File: config.mk
export PLATFORM = sky130hd
export DESIGN_NAME = microtile_rr_sched_flat
export DESIGN_NICKNAME = d
export VERILOG_FILES = /design/src/rtl/microtile_rr_sched_if.sv /design/src/rtl/microtile_rr_sched.sv /design/src/flat_wrapper.sv
export SDC_FILE = /design/constraint.sdc
export NUM_CORES = 1
export LEC_CHECK = 0
export CAP_MARGIN = 25
export CELL_PAD_IN_SITES_DETAIL_PLACEMENT = 2
export CELL_PAD_IN_SITES_GLOBAL_PLACEMENT = 2
export CORE_UTILIZATION = 39
export DETAILED_ROUTE_END_ITERATION = 10
export DONT_BUFFER_PORTS = 1
export GPL_TIMING_DRIVEN = 0
export PLACE_DENSITY_LB_ADDON = 0.3
export SLEW_MARGIN = 10
export SYNTH_ARGS = -nofsm -noshare
export SYNTH_HDL_FRONTEND = slang
export SYNTH_SLANG_ARGS = --single-unit
File: constraint.sdc
create_clock -name clk -period 3.38 [get_ports clk]
set_clock_uncertainty 0.05 [all_clocks]
set_input_delay 0.676 -clock clk [delete_from_list [all_inputs] [get_ports clk]]
set_output_delay 0.676 -clock clk [all_outputs]
set_load 0.01 [all_outputs]
File: src/rtl/microtile_rr_sched_if.sv
`default_nettype none
// ============================================================================
// Module      : microtile_rr_sched_if
// Description : Bundle between the requesters, the microtile round-robin
//               scheduler and the shared microtile. The master modport is the
//               scheduler side: it owns grant, tile drive, response and busy.
//               The slave modport is the environment side: requests, operands
//               and the tile output.
// Revision    : 1.0 - initial release
// ============================================================================
interface microtile_rr_sched_if;
    logic [3:0]  req;
    logic [31:0] req_data;
    logic [3:0]  gnt;
    logic [7:0]  tile_ui;
    logic [7:0]  tile_uo;
    logic        rsp_valid;
    logic [1:0]  rsp_id;
    logic [7:0]  rsp_data;
    logic        busy;

    modport master (
        input  req,
        input  req_data,
        input  tile_uo,
        output gnt,
        output tile_ui,
        output rsp_valid,
        output rsp_id,
        output rsp_data,
        output busy
    );

    modport slave (
        output req,
        output req_data,
        output tile_uo,
        input  gnt,
        input  tile_ui,
        input  rsp_valid,
        input  rsp_id,
        input  rsp_data,
        input  busy
    );
endinterface
`default_nettype wire

File: src/rtl/microtile_rr_sched.sv
`default_nettype none
// ============================================================================
// Module      : microtile_rr_sched
// Description : Round-robin scheduler sharing one microtile between four
//               requesters. A grant latches the winner's operand onto tile_ui,
//               waits TILE_LAT cycles, captures tile_uo and returns it with the
//               winner's index. Legal TILE_LAT range is 1..7.
// Revision    : 1.0 - initial release
// ============================================================================
module microtile_rr_sched #(
    parameter int TILE_LAT = 2
) (
    input  wire logic            clk,
    input  wire logic            rst_n,
    microtile_rr_sched_if.master bus
);

    localparam logic     STATE_IDLE  = 1'b0;
    localparam logic     STATE_DRIVE = 1'b1;
    // Counter starts at TILE_LAT-1 so the capture edge closes cycle G+TILE_LAT-1.
    localparam logic [2:0] CNT_LOAD  = 3'(TILE_LAT - 1);

    logic       state;
    logic       state_nxt;
    logic [2:0] cnt;
    logic [1:0] ptr;
    logic [1:0] cur_id;
    logic       win_vld;
    logic [1:0] win_id;

    logic [3:0] gnt_q;
    logic [7:0] tile_ui_q;
    logic       rsp_valid_q;
    logic [1:0] rsp_id_q;
    logic [7:0] rsp_data_q;

    assign bus.gnt       = gnt_q;
    assign bus.tile_ui   = tile_ui_q;
    assign bus.rsp_valid = rsp_valid_q;
    assign bus.rsp_id    = rsp_id_q;
    assign bus.rsp_data  = rsp_data_q;

    // Circular search for the first asserted request starting at the pointer.
    always_comb begin
        win_vld = 1'b0;
        win_id  = ptr;
        for (int k = 0; k < 4; k++) begin
            if (!win_vld && bus.req[2'(ptr + 2'(k))]) begin
                win_vld = 1'b1;
                win_id  = 2'(ptr + 2'(k));
            end
        end
    end

    // State register.
    always_ff @(posedge clk or negedge rst_n) begin
        if (!rst_n) begin
            state <= STATE_IDLE;
        end else begin
            state <= state_nxt;
        end
    end

    // Next-state logic: leave IDLE on any request, leave DRIVE when the count expires.
    always_comb begin
        state_nxt = state;
        case (state)
            STATE_IDLE:  if (win_vld)       state_nxt = STATE_DRIVE;
            STATE_DRIVE: if (cnt == 3'd0)   state_nxt = STATE_IDLE;
            default:                        state_nxt = STATE_IDLE;
        endcase
    end

    // State-decoded outputs.
    always_comb begin
        bus.busy = (state == STATE_DRIVE);
    end

    // Grant, operand latch, latency count and response capture.
    always_ff @(posedge clk or negedge rst_n) begin
        if (!rst_n) begin
            gnt_q       <= 4'b0000;
            tile_ui_q   <= 8'h00;
            rsp_valid_q <= 1'b0;
            rsp_id_q    <= 2'd0;
            rsp_data_q  <= 8'h00;
            cnt         <= 3'd0;
            ptr         <= 2'd0;
            cur_id      <= 2'd0;
        end else begin
            gnt_q       <= 4'b0000;
            rsp_valid_q <= 1'b0;
            if (state == STATE_IDLE) begin
                if (win_vld) begin
                    gnt_q     <= 4'b0001 << win_id;
                    tile_ui_q <= bus.req_data[{win_id, 3'b000} +: 8];
                    cnt       <= CNT_LOAD;
                    cur_id    <= win_id;
                    ptr       <= win_id + 2'd1;
                end
            end else begin
                // Requests are not looked at here, so DRIVE ignores req changes.
                if (cnt == 3'd0) begin
                    rsp_data_q  <= bus.tile_uo;
                    rsp_id_q    <= cur_id;
                    rsp_valid_q <= 1'b1;
                    tile_ui_q   <= 8'h00;
                end else begin
                    cnt <= cnt - 3'd1;
                end
            end
        end
    end

endmodule
`default_nettype wire

File: src/flat_wrapper.sv
// flat-port wrapper written by rule: the top's interface ports become plain ports
module microtile_rr_sched_flat 
#(
    parameter int TILE_LAT = 2
)
  (clk, rst_n, bus_req, bus_req_data, bus_tile_uo, bus_gnt, bus_tile_ui, bus_rsp_valid, bus_rsp_id, bus_rsp_data, bus_busy);
  microtile_rr_sched_if bus_i ();
  input  wire logic clk;
  input  wire logic rst_n;
  input wire logic [$bits(bus_i.req)-1:0] bus_req;
  input wire logic [$bits(bus_i.req_data)-1:0] bus_req_data;
  input wire logic [$bits(bus_i.tile_uo)-1:0] bus_tile_uo;
  output wire logic [$bits(bus_i.gnt)-1:0] bus_gnt;
  output wire logic [$bits(bus_i.tile_ui)-1:0] bus_tile_ui;
  output wire logic [$bits(bus_i.rsp_valid)-1:0] bus_rsp_valid;
  output wire logic [$bits(bus_i.rsp_id)-1:0] bus_rsp_id;
  output wire logic [$bits(bus_i.rsp_data)-1:0] bus_rsp_data;
  output wire logic [$bits(bus_i.busy)-1:0] bus_busy;
  assign bus_i.req = bus_req;
  assign bus_i.req_data = bus_req_data;
  assign bus_i.tile_uo = bus_tile_uo;
  assign bus_gnt = bus_i.gnt;
  assign bus_tile_ui = bus_i.tile_ui;
  assign bus_rsp_valid = bus_i.rsp_valid;
  assign bus_rsp_id = bus_i.rsp_id;
  assign bus_rsp_data = bus_i.rsp_data;
  assign bus_busy = bus_i.busy;
  microtile_rr_sched #(.TILE_LAT(TILE_LAT)) u_core (.clk(clk), .rst_n(rst_n), .bus(bus_i));
endmodule
Word level (Yosys, flattened, before mapping)
Cells that the tools add are included.
Word-level totals
  register bits: 31
  latch bits: 0
  memory bits (writable): 0
  ROM bits: 0
  input port bits: 46
  output and inout port bits: 24
  logic and storage cells: 63
  memories kept: 0
Cells by class
  add/sub/neg operators: 5
  $mul: 0
  divide/modulo/power cells: 0
  $lt $le $gt $ge: 4
  eq/ne operators: 2
  shift operators: 2
  multiplexer cells: 28
  bitwise gates (word level): 1
  reduce and logical (&&, ||, !) cells: 12
Operators with widths (number)
  $shiftx 32x6->8: 1
  $mux 8: 3
  $lt 2x3->1 const B: 4
  $mux 1: 12
  $mux 3: 3
  $bmux 1 s2: 4
  $mux 4: 2
  $reduce_and 2->1: 4
  $mux 2: 3
  $add 2x1->2 const B: 2
  $add 2x2->2 const B: 2
  $ne 2x2->1 const B: 2
  $shl 1x2->4 const A: 1
  $logic_and 1x1->1: 3
  $logic_not 1->1: 3
  $logic_not 3->1: 1
  $sub 3x1->3 const B: 1
  $pmux 1 s2: 1
  $reduce_bool 2->1: 1
  $not 1->1: 1

Depth between registers and ports, before layout
Gate-level depths: netlist (run 1).
  word-level depth: 15
  gate-level depth with buffers: 7
  depth with buffers taken out: 7

Worst setup path after synthesis (run 1)
No wires, ideal clock.
  path kind: input -> register
  start point: input port bus_req[2]
  end point: register u_core.tile_ui_q[2] (netlist: u_core.bus.tile_ui[2])
  setup time: 0.129 ns
  arrival: 1.948 ns
  required time: 3.201 ns
  slack: 1.253 ns
  cell stages on the path: 7
  cell sequence: nor2b_1 > o21a_1 > buf_6 > a211o_4 > buf_8 > a2111oi_4 > nor3_2
Between the ends
  longest elaborated chain between the ends: 15
  elaborated cells on any way between the ends: 26
RTL lines
  from (decl): RTL line flat_wrapper.sv:10  | input wire logic [$bits(bus_i.req)-1:0] bus_req;
  $bmux 1 s2: RTL line microtile_rr_sched.sv:48  | if (!win_vld && bus.req[2'(ptr + 2'(k))]) begin
  $mux 1 (implied by the code): RTL line microtile_rr_sched.sv:48
  $mux 1: RTL line microtile_rr_sched.sv:48
  $logic_not 1->1: RTL line microtile_rr_sched.sv:48
  $logic_and 1x1->1: RTL line microtile_rr_sched.sv:48
  $mux 1: RTL line microtile_rr_sched.sv:48
  $logic_not 1->1: RTL line microtile_rr_sched.sv:48
  $logic_and 1x1->1: RTL line microtile_rr_sched.sv:48
  $mux 1: RTL line microtile_rr_sched.sv:48
  $logic_not 1->1: RTL line microtile_rr_sched.sv:48
  $logic_and 1x1->1: RTL line microtile_rr_sched.sv:48
  $mux 2: RTL line microtile_rr_sched.sv:48
  $shiftx 32x6->8: RTL line microtile_rr_sched.sv:96  | tile_ui_q <= bus.req_data[{win_id, 3'b000} +: 8];
  $mux 8: RTL line microtile_rr_sched.sv:94  | if (win_vld) begin
  $mux 8: RTL line microtile_rr_sched.sv:93  | if (state == STATE_IDLE) begin
  to (signal assigned): RTL line microtile_rr_sched.sv:96
  to (decl): RTL line microtile_rr_sched.sv:32  | logic [7:0] tile_ui_q;
Several ways; a longest one is shown, not always the timed one. The select of a mux whose other input is x is not followed.
A chain may end at the register's enable or synchronous reset.

Worst setup path in the final report (run 1)
  start point: input port bus_req[2]
  end point: register u_core.tile_ui_q[7] (netlist: u_core.bus.tile_ui[7])
Same word-level chain as after synthesis.

==> impl_results.md, run 1 <==
* Fillers at between 400 and 500
* Worst setup EP type: flop
* Mapped Nets at about 240
* Yosys cell types at 42
* Die area at a little over 5000 sq um
* Final hold violation count at 0
* Wire length per cell at 20.0 microns
* GPL Wtd Cong at between 0.7 and 0.8
* Worst-margin pin slew at 522 ps
* Most common cell after layout, fill and taps aside: nand2_1
* Area growth from synthesis to layout at 8.14%
* PortBufs at 0
* Sequential share of the synthesized area at between 40% and 50%
* CTS tree: yes
* Nets@finish at ~250
* Fin crit period at 1980 ps
* Core area at around 4500 sq um
* Worst hold path type: in -> async
* Max IR drop VDD at about 0.0003 V
* Mux cell area share after synthesis at less than 1%
* Crit path launch type: input port
* Final design utilization at 45.3%
* Post-route setup slack at approximately 1400 ps
* DRC violations left at 5
* Slew headroom at about two thirds
* Max Slew Vio Count at 0
* Area share of fa/ha/maj cells after synthesis at under 10%
* Final wirelength at between 4000 and 5000 microns
* Gate Count Post-Synth at about 190
* PostCTS Resize Cnt at 0
* Synth Warn # at 0
* Antenna violations before repair at 0
* Ports at 70
* Starting Density at between 40% and 50%
* Worst-case setup slack after placement at ~1100 ps
* Crit path kind: in -> reg
* Number of diodes at 0
* Power Dens Cells at 951 nW/um^2
* CTS sink count at 31
* Vias per cell at 5.81
* Initial DRC Count at 81
* Synthesized area per cell at just under 10 sq um
* Vias in the first global route at around 1,600
* Chip Width at a little over 70 microns
* Post-Syn Area at 1870 sq um
* Final worst-path cycle share at 58.4%
* Htree depth at 2
* Number of synthesized register bits at 31
* Setup Fix Bufs, Post-CTS at 0
* Failing checks: design-rule violations
* Seq. cell area at a little under 800 sq um
* Layout cells sized above 1 at between 10% and 20%
* Skew-Pair Late Insertion Delay at between 200 and 300 ps
* Vias at about 1,500
* R2R cell count at 7
* Setup TNS at 0 ps
* Setup Viol. Count Final at 0
* Post-route ant nets at 0
* CTS Buffer Depth at 2
* Most frequent cells in the layout: 54 x nand2_1, 31 x dfrtp_1, 24 x a211oi_1
* Die H at roughly 71 microns
* Req. time, crit path at about 3500 ps
* Max-Cap Viols at 0
* CTS Hold Bufs at 0
* Synth Area in Compound Gates at 28.2%
* CP Data Arrival Time at about 2100 ps
* Design Power at 1.93 mW
* Reg clk slew, reported paths at around 70 ps
* P_leak at slightly below 0.9 nW
* Pre-Repair DR Iteration Count at 7
* Tot GR Track Use at between 20 and 25%
* Xor/xnor share of the synthesized area at 0.467%
* Unrepaired setup endpoints after global routing: no
* Row count at 24
* Overflow after GRT at 0
* Num CTS Buffers at 5
* Synth Area in Simple Gates at roughly 21%
* Root Buffer: clkbuf_8
* Largest fanout on the critical path at 10
* Main combinational cell family by area after synthesis: compound AO/OA/AOI/OAI gates
* Multi-input logic area at roughly 960 sq um
* Largest net degree at the start of global routing at 32
* Status: finished with violations
* First-pass GRT wire length at roughly 8000 microns
* Fmax at between 500 and 600 MHz
* Dpl hpwl at 3950 microns
[per-stage QoR]
stage | hold slack (ps) | instance area, sq um | instances
5_1_grt | 20.2 | 2030 | 250
3_5_place_dp | 331 | 1940 | 243
6_report | 36.2 | 2030 | 250
2_1_floorplan | 330 | 1870 | 191
3_3_place_gp | 331 | 1940 | 243
4_1_cts | 25.1 | 2030 | 250
[cells in the mapped netlist (all sizes together)]
master | count | share of area (%)
nor2 | 6 | 1.2
nand2b | 1 | 0.33
or3b | 1 | 0.47
buf | 8 | 3.9
o21a | 2 | 0.80
xnor2 | 1 | 0.47
inv | 5 | 1.0
nand2 | 54 | 11
o2bb2ai | 1 | 0.80
nand3b | 1 | 0.60
nor2b | 4 | 1.3
or2 | 1 | 0.33
clkinv | 1 | 0.47
a2111oi | 9 | 11
o21ai | 4 | 1.3
mux2 | 1 | 0.60
clkbuf | 5 | 1.5
a211oi | 24 | 9.6
a21oi | 10 | 2.9
and3 | 1 | 0.33
dlygate4sd1 | 1 | 0.47
and3b | 1 | 0.47
dfrtp | 31 | 41
ha | 2 | 1.3
nand3 | 1 | 0.27
a211o | 1 | 0.93
a31oi | 1 | 0.33
a21o | 2 | 0.87
nor3 | 11 | 4.5
[per-layer routing]
layer / vias up / track usage, % / wire, microns / share of wire (%)
met1: 703 / 23.3 / 1910 / 38
met3: 9 / 6.19 / 378 / 7.6
met4: 0 / 9.78 / 109 / 2.2
li1: 686 / - / - / -
met2: 55 / 39.3 / 2590 / 52
met5: - / 0 / 0 / 0
[state kept, by name, indices dropped and copies added (netlist names)]
register and count:
u_core.bus.busy 1, u_core.bus.gnt 4, u_core.bus.rsp_data 8, u_core.bus.rsp_id 2, u_core.bus.rsp_valid 1, u_core.bus.tile_ui 8, u_core.cnt 3, u_core.cur_id 2
u_core.ptr 2
[where the power goes]
part	switching [mW]	leakage, nW	internal (mW)	total, mW
Sequential	0.189	0.380	0.549	0.738
Clock	0.131	0.0470	0.159	0.291
Combinational	0.551	0.450	0.348	0.899
[layout make-up]
type	instances	area share, %
clock buffer	6	4.07
inverter	6	1.36
tap	52	3.21
multi-input combinational	140	47.4
buffer	14	5.43
clock inverter	1	0.247
sequential	31	38.3
[final timing paths]
path / start / end / slack, ps
max in group asynchronous: rst_n / u_core.bus.busy / 3160
min: rst_n / u_core.cur_id[0] / 40
max reg2reg: u_core.ptr[1] / u_core.bus.tile_ui[7] / 1420
max: bus_req[2] / u_core.bus.tile_ui[7] / 1400
min reg2reg: u_core.cur_id[1] / u_core.bus.rsp_id[1] / 430
min in group clk: u_core.cur_id[1] / u_core.bus.rsp_id[1] / 430
[cell families (layout without fill, tap and decap cells)]
family | after synthesis | in the layout
buf+inv | 20 | 27
simple gates | 82 | 82
flops | 31 | 31
fa+ha+maj | 2 | 2
mux | 1 | 1
xor+xnor | 1 | 1
compound gates | 54 | 54
[worst max-delay path, cell delays in order]
cell and delay, ps:
nor2b_1 130, o21a_1 200, buf_6 130, a211o_4 290
buf_2 200, a211oi_1 350, nor3_2 90
No activity file was read; power rests on OpenSTA's default activity.
==> run 2, diff against run 1 <==
--- a/config.mk
+++ b/config.mk
@@ -8,7 +8,7 @@
 export CAP_MARGIN = 25
 export CELL_PAD_IN_SITES_DETAIL_PLACEMENT = 2
 export CELL_PAD_IN_SITES_GLOBAL_PLACEMENT = 2
-export CORE_UTILIZATION = 39
+export CORE_UTILIZATION = 37
 export DETAILED_ROUTE_END_ITERATION = 10
 export DONT_BUFFER_PORTS = 1
 export GPL_TIMING_DRIVEN = 0
==> constraint.sdc (replaced) <==
create_clock -name clk -period 2 [get_ports clk]
set_clock_uncertainty 0.05 [all_clocks]
set_input_delay 0.4 -clock clk [delete_from_list [all_inputs] [get_ports clk]]
set_output_delay 0.4 -clock clk [all_outputs]
set_load 0.01 [all_outputs]
==> run 2 against run 1 <==
Effect of this change: die area increased by 5.3%; the flow now finishes without violations; worst setup slack got worse by 1300 ps; non-clock buffer count increased by 1; highest routed layer unchanged; utilization decreased by 0.83 points; worst hold slack improved by 130 ps; count of clock-buffer cells in the layout decreased by 1; via count increased by 2.0%; wire length increased by 4.6%; final area increased by 5.0%.
==> impl_results.md, run 2 (same netlist as run 1, synthesis figures left out) <==
* Worst setup EP type: flop
* Layout cells sized above 1 at 21.5% (+3.3 points)
* Overflow after GRT at 0 (unchanged)
* Largest fanout on the critical path at 10 (unchanged)
* CP max stage delay at 400 ps (+50 ps)
* Num CTS Buffers at 5 (unchanged)
* Die H at 73.2 microns (+2.6%)
* R2R cell count at 7 (unchanged)
* Tot GR Track Use at 20.7% (-0.97 points)
* Worst Setup SP: u_core.ptr[0]
* Final design utilization at 44.5% (-0.83 points)
* P_leak at 0.910 nW (+3.8%)
* GPL Wtd Cong at 0.696 (-9.6%)
* Final wirelength at 5220 microns (+4.6%)
* CTS tree: yes
* DR WL met3 at 359 microns (-5.0%)
* Met1 Routed Length at 2000 microns (+4.4%)
* Final worst-path cycle share at a little over nine tenths
* Htree depth at 2 (unchanged)
* Vias per cell at 5.55 (-4.5%)
* Vias in the first global route at 1,693 (+4.6%)
* Crit path to: u_core.bus.tile_ui[2]
* Most frequent cells in the layout: 54 x nand2_1, 30 x dfrtp_1, 24 x a211oi_1
* CTS Buffer Depth at 2 (unchanged)
* Design Power at 3.41 mW (+77%)
* Area growth from synthesis to layout at 13.6%
* Worst reg2reg path startpoint: u_core.ptr[0]
* Top sig layer: met4
* Nets@finish at 247 (+0.41%)
* Flop2flop setup slack at 100 ps (-1320 ps)
* Worst-case setup slack after placement at -32.8 ps (-1130 ps)
* Crit path kind: reg -> reg
* Crit path max-delay family: compound AO/OA/AOI/OAI gates
* Setup Viol. Count Final at 0 (unchanged)
* Pre-Repair DR Iteration Count at 4 (-3)
* Antenna violations before repair at 0 (unchanged)
* Largest net degree at the start of global routing at 32 (unchanged)
* Cell count after placement at 258 (+6.2%)
* Status: completed
* Worst hold path type: in -> reg
* Die area at 5350 sq um (+5.3%)
* Root Buffer: clkbuf_8
* Power Dens Cells at 1600 nW/um^2 (+69%)
* Most common cell after layout, fill and taps aside: nand2_1
* Initial DRC Count at 56 (-31%)
* Skew-Pair Late Insertion Delay at 280 ps (about the same)
* Worst r2r dst: u_core.bus.tile_ui[2]
* Slew headroom at 63.4% (-1.6 points)
* Finished Layout Cells at 267 (+6.8%)
* Number of diodes at 0 (unchanged)
* Crit path launch type: flop
* Final hold violation count at 0 (unchanged)
* Max IR drop VDD at 0.000560 V (+91%)
* CP max stage cell: dfrtp_1
* Worst-margin pin slew at 546 ps (+23.2 ps)
* First-pass GRT wire length at 8130 microns (-0.67%)
* Dpl hpwl at 3910 microns (-1.2%)
* Stages on worst setup path at 7 (unchanged)
* Row count at 25 (+4.2%)
* Core area at 4790 sq um (+7.0%)
* Max-Cap Viols at 0 (unchanged)
* Buf/Inv on CP at 2 (unchanged)
* PortBufs at 0 (unchanged)
* Max Slew Vio Count at 0 (unchanged)
* Ports at 70 (unchanged)
* Starting Density at 39.2% (-2.7 points)
* Chip Width at 73.2 microns (+2.6%)
* Unrepaired setup endpoints after global routing: no
* Post-route ant nets at 0 (unchanged)
* CP Data Arrival Time at 2020 ps (-60 ps)
* Reg clk slew, reported paths at 70 ps (about the same)
* Setup Fix Bufs, Post-CTS at 0 (unchanged)
* DRC violations left at 0 (-5)
* CTS sink count at 31 (unchanged)
* Req. time, crit path at 2110 ps (-1370 ps)
* Fmax at between 500 and 600 MHz
* Setup TNS at 0 ps (unchanged)
* Vias at 1,482 (+2.0%)
* Fin crit period at around 1900 ps
* Hold path start: bus_tile_uo[6]
* Wire length per cell at 19.5 microns (-2.0%)
* CP Cell Sequence: nor2b_1 > o21a_1 > buf_6 > a211o_4 > buf_8 > a2111oi_4 > nor3_2
* Met2 wire length at 2810 microns (+8.8%)
* Post-route setup slack at 97.0 ps (-1310 ps)
==> run 2: stage by stage <==
| stage | hold WS [ps] | cell area (sq um) |
|---|---|---|
| floorplan | 54.4 | 1870 |
| global placement | 55.0 | 1960 |
| detailed placement | 55.1 | 1960 |
| CTS | 163 | 2110 |
| global route | 169 | 2130 |
| finish | 171 | 2130 |
==> run 2: repair_timing <==
action                                 in CTS  in global routing
setup endpoints to repair                   8                 20
gates resized for setup                     1                  7
endpoints found under the hold margin      31                  0
gates cloned                                0                  0
hold buffers                                2                  0
==> run 2: cell type report <==
| class | count | area (sq um) |
|---|---|---|
| tap | 67 | 83.8 |
| fill | 522 | 2660 |
| inverter | 6 | 27.5 |
| buffer | 13 | 109 |
| clock buffer | 5 | 68.8 |
| sequential | 31 | 777 |
| multi-input combinational | 140 | 988 |
| timing repair buffer | 2 | 30.0 |
| clock inverter | 3 | 43.8 |
==> run 2: metal layers <==
| layer | GRT usage (%) | up-vias |
|---|---|---|
| met3 | 7.32 | 4 |
| met2 | 38.1 | 48 |
| met5 | 0 | - |
| li1 | - | 697 |
| met4 | 6.54 | 0 |
| met1 | 21.8 | 733 |
==> run 2: worst min-delay path by stage <==
stage,endpoint,slack (ps),cells after the start
2_1_floorplan,u_core.bus.busy,50,0
3_3_place_gp,u_core.bus.rsp_data[1],60,0
3_5_place_dp,u_core.bus.rsp_data[7],60,0
4_1_cts,u_core.bus.rsp_data[6],160,2
5_1_grt,u_core.bus.rsp_data[3],170,2
6_report,u_core.bus.rsp_data[6],170,2
==> run 2: where the power goes <==
group	switching [mW]	leakage, nW	internal [mW]
sequential	0.322	0.379	0.929
combinational	0.937	0.474	0.604
clock	0.247	0.0581	0.371
==> run 3, diff against run 2 <==
--- a/config.mk
+++ b/config.mk
@@ -6,7 +6,7 @@
 export NUM_CORES = 1
 export LEC_CHECK = 0
 export CAP_MARGIN = 25
-export CELL_PAD_IN_SITES_DETAIL_PLACEMENT = 2
+export CELL_PAD_IN_SITES_DETAIL_PLACEMENT = 0
 export CELL_PAD_IN_SITES_GLOBAL_PLACEMENT = 2
 export CORE_UTILIZATION = 37
 export DETAILED_ROUTE_END_ITERATION = 10
==> run 3 against run 2 <==
Effect of this change: clock power down 3%; register-to-register slack about the same; via count down 1.4%; combinational power down 3%; worst hold slack better by 5.5 ps; sequential power about the same.
==> impl_results.md, run 3 (same netlist as run 1, synthesis figures left out) <==
* Status: completed
* Largest fanout on the critical path at 9 (-1)
* Die area at 5350 sq um (unchanged)
* Power Dens Cells at 1570 nW/um^2 (-2.1%)
* Req. time, crit path at 2100 ps (about the same)
* Tot GR Track Use at 16.9% (-3.8 points)
* Design Power at 3.34 mW (-1.9%)
* Crit path kind: reg -> reg
* CP Data Arrival Time at 2010 ps (about the same)
* Root Buffer: clkbuf_8
* Hold slack at 177 ps (+5.50 ps)
* Vias in the first global route at 1,379 (-19%)
* Worst-case setup slack after placement at -42.9 ps (-10.1 ps)
* CP max stage delay at 450 ps (+50 ps)
* Starting Density at 39.2% (unchanged)
* Fmax at 522 MHz (-0.68%)
* GPL Wtd Cong at 0.696 (unchanged)
* Num CTS Buffers at 5 (unchanged)
* Final hold violation count at 0 (unchanged)
* Max IR drop VDD at 0.000565 V (+0.80%)
* Number of diodes at 0 (unchanged)
* Buf/Inv on CP at 1 (-1)
* Worst setup EP type: flop
* Overflow after GRT at 0 (unchanged)
* Vias at 1,461 (-1.4%)
* Pre-Repair DR Iteration Count at 4 (unchanged)
* CP Cell Sequence: nor3_2 > a2111oi_4 > or2_1 > buf_12 > a2111oi_1 > nor3_1
* CP max stage cell: dfrtp_2
* Vias per cell at 5.45 (-1.8%)
* Max-Cap Viols at 0 (unchanged)
* Antenna violations before repair at 0 (unchanged)
* Setup Viol. Count Final at 0 (unchanged)
* Initial DRC Count at 30 (-46%)
* Setup Fix Bufs, Post-CTS at 0 (unchanged)
* Largest net degree at the start of global routing at 32 (unchanged)
* Htree depth at 2 (unchanged)
* Dpl hpwl at 3340 microns (-15%)
* Ports at 70 (unchanged)
* Crit path launch type: flop
* Reg clk slew, reported paths at 70 ps (about the same)
* Area growth from synthesis to layout at 13.8%
* CTS sink count at 31 (unchanged)
* Worst hold path type: in -> reg
* PortBufs at 0 (unchanged)
* Core area at 4790 sq um (unchanged)
* Most frequent cells in the layout: 54 x nand2_1, 30 x dfrtp_1, 24 x a211oi_1
* Chip Width at 73.2 microns (unchanged)
* Crit path max-delay family: simple AND/OR/NAND/NOR gates
* Most common cell after layout, fill and taps aside: nand2_1
* DRC violations left at 0 (unchanged)
* Setup TNS at 0 ps (unchanged)
* Cell count after placement at 258 (unchanged)
* Finished Layout Cells at 268 (+0.37%)
* P_leak at 0.912 nW (+0.13%)
* Final wirelength at 4430 microns (-15%)
* CTS Buffer Depth at 2 (unchanged)
* CTS tree: yes
* Nets@finish at 248 (+0.40%)
* Worst-margin pin slew at 536 ps (-10.2 ps)
* Final worst-path cycle share at 95.8% (+0.65 points)
* First-pass GRT wire length at 6700 microns (-18%)
* Fin crit period at 1920 ps (+13.1 ps)
* Die H at 73.2 microns (unchanged)
* Max Slew Vio Count at 0 (unchanged)
* Post-route setup slack at 84.0 ps (-13.1 ps)
* Wire length per cell at 16.5 microns (-15%)
* Row count at 25 (unchanged)
* Slew headroom at 64.1% (+0.68 points)
* Post-route ant nets at 0 (unchanged)
* Layout cells sized above 1 at 21.4% (-0.11 points)
* Skew-Pair Late Insertion Delay at 270 ps (about the same)
==> run 3: changes by cell type in the layout (fill, tap and decap cells not counted) <==
cell	delta
clkbuf_1	+1
==> run 3: worst paths after layout <==
check,start,end,slack (ps),depth (start not counted)
worst max register to register,u_core.ptr[1],u_core.bus.tile_ui[1],80,6
worst min register to register,u_core.cnt[0],u_core.cnt[0],430,1
worst max-delay path,u_core.ptr[1],u_core.bus.tile_ui[1],80,6
min in group asynchronous,rst_n,u_core.bus.rsp_data[1],520,2
worst min-delay path,bus_tile_uo[4],u_core.bus.rsp_data[4],180,2
max in group asynchronous,rst_n,u_core.ptr[1],1200,2
==> run 3: cell type report <==
| cell class | instances | area, sq um |
|---|---|---|
| clock buffer | 5 | 68.8 |
| multi-input combinational | 140 | 988 |
| timing repair buffer | 2 | 30.0 |
| buffer | 14 | 113 |
| tap | 67 | 83.8 |
| sequential | 31 | 777 |
| fill | 471 | 2650 |
| clock inverter | 3 | 43.8 |
| inverter | 6 | 27.5 |
==> run 3: power by group <==
part | leakage (nW) | total, mW | switching [mW] | internal [mW]
Clock | 0.0581 | 0.601 | 0.231 | 0.370
Combinational | 0.475 | 1.50 | 0.895 | 0.607
Sequential | 0.379 | 1.24 | 0.311 | 0.929
Total | 0.912 | 3.34 | 1.44 | 1.91
==> run 3: layer usage <==
metal | wire length [microns] | part of all wire [%] | vias to the layer above | GRT usage [%]
li1 | - | - | 701 | -
met1 | 1780 | 40 | 699 | 19.9
met2 | 2230 | 50 | 55 | 27.6
met3 | 346 | 7.8 | 6 | 5.66
met4 | 66 | 1.5 | 0 | 8.06
met5 | 0 | 0 | - | 0
==> run 3: worst reg2reg max path: stages, from the launching register on <==
cell       delay [ps]
dfrtp_2           450
nor3_2            210
a2111oi_4         100
or2_1             270
buf_12            160
a2111oi_1         430
nor3_1            110
==> run 3: per-stage QoR <==
| step | util (%) | instance area (sq um) |
|---|---|---|
| global route | 44.5 | 2130 |
| finish | 44.5 | 2130 |
| CTS | 44.1 | 2110 |
| global placement | 40.9 | 1960 |
| detailed placement | 40.9 | 1960 |
| floorplan | - | 1870 |
==> run 3: timing repair <==
action	in CTS	in global routing
endpoints found under the setup margin	5	11
gates resized for setup	1	7
endpoints found under the hold margin	31	0
hold buffers	2	0
pin swaps	0	1
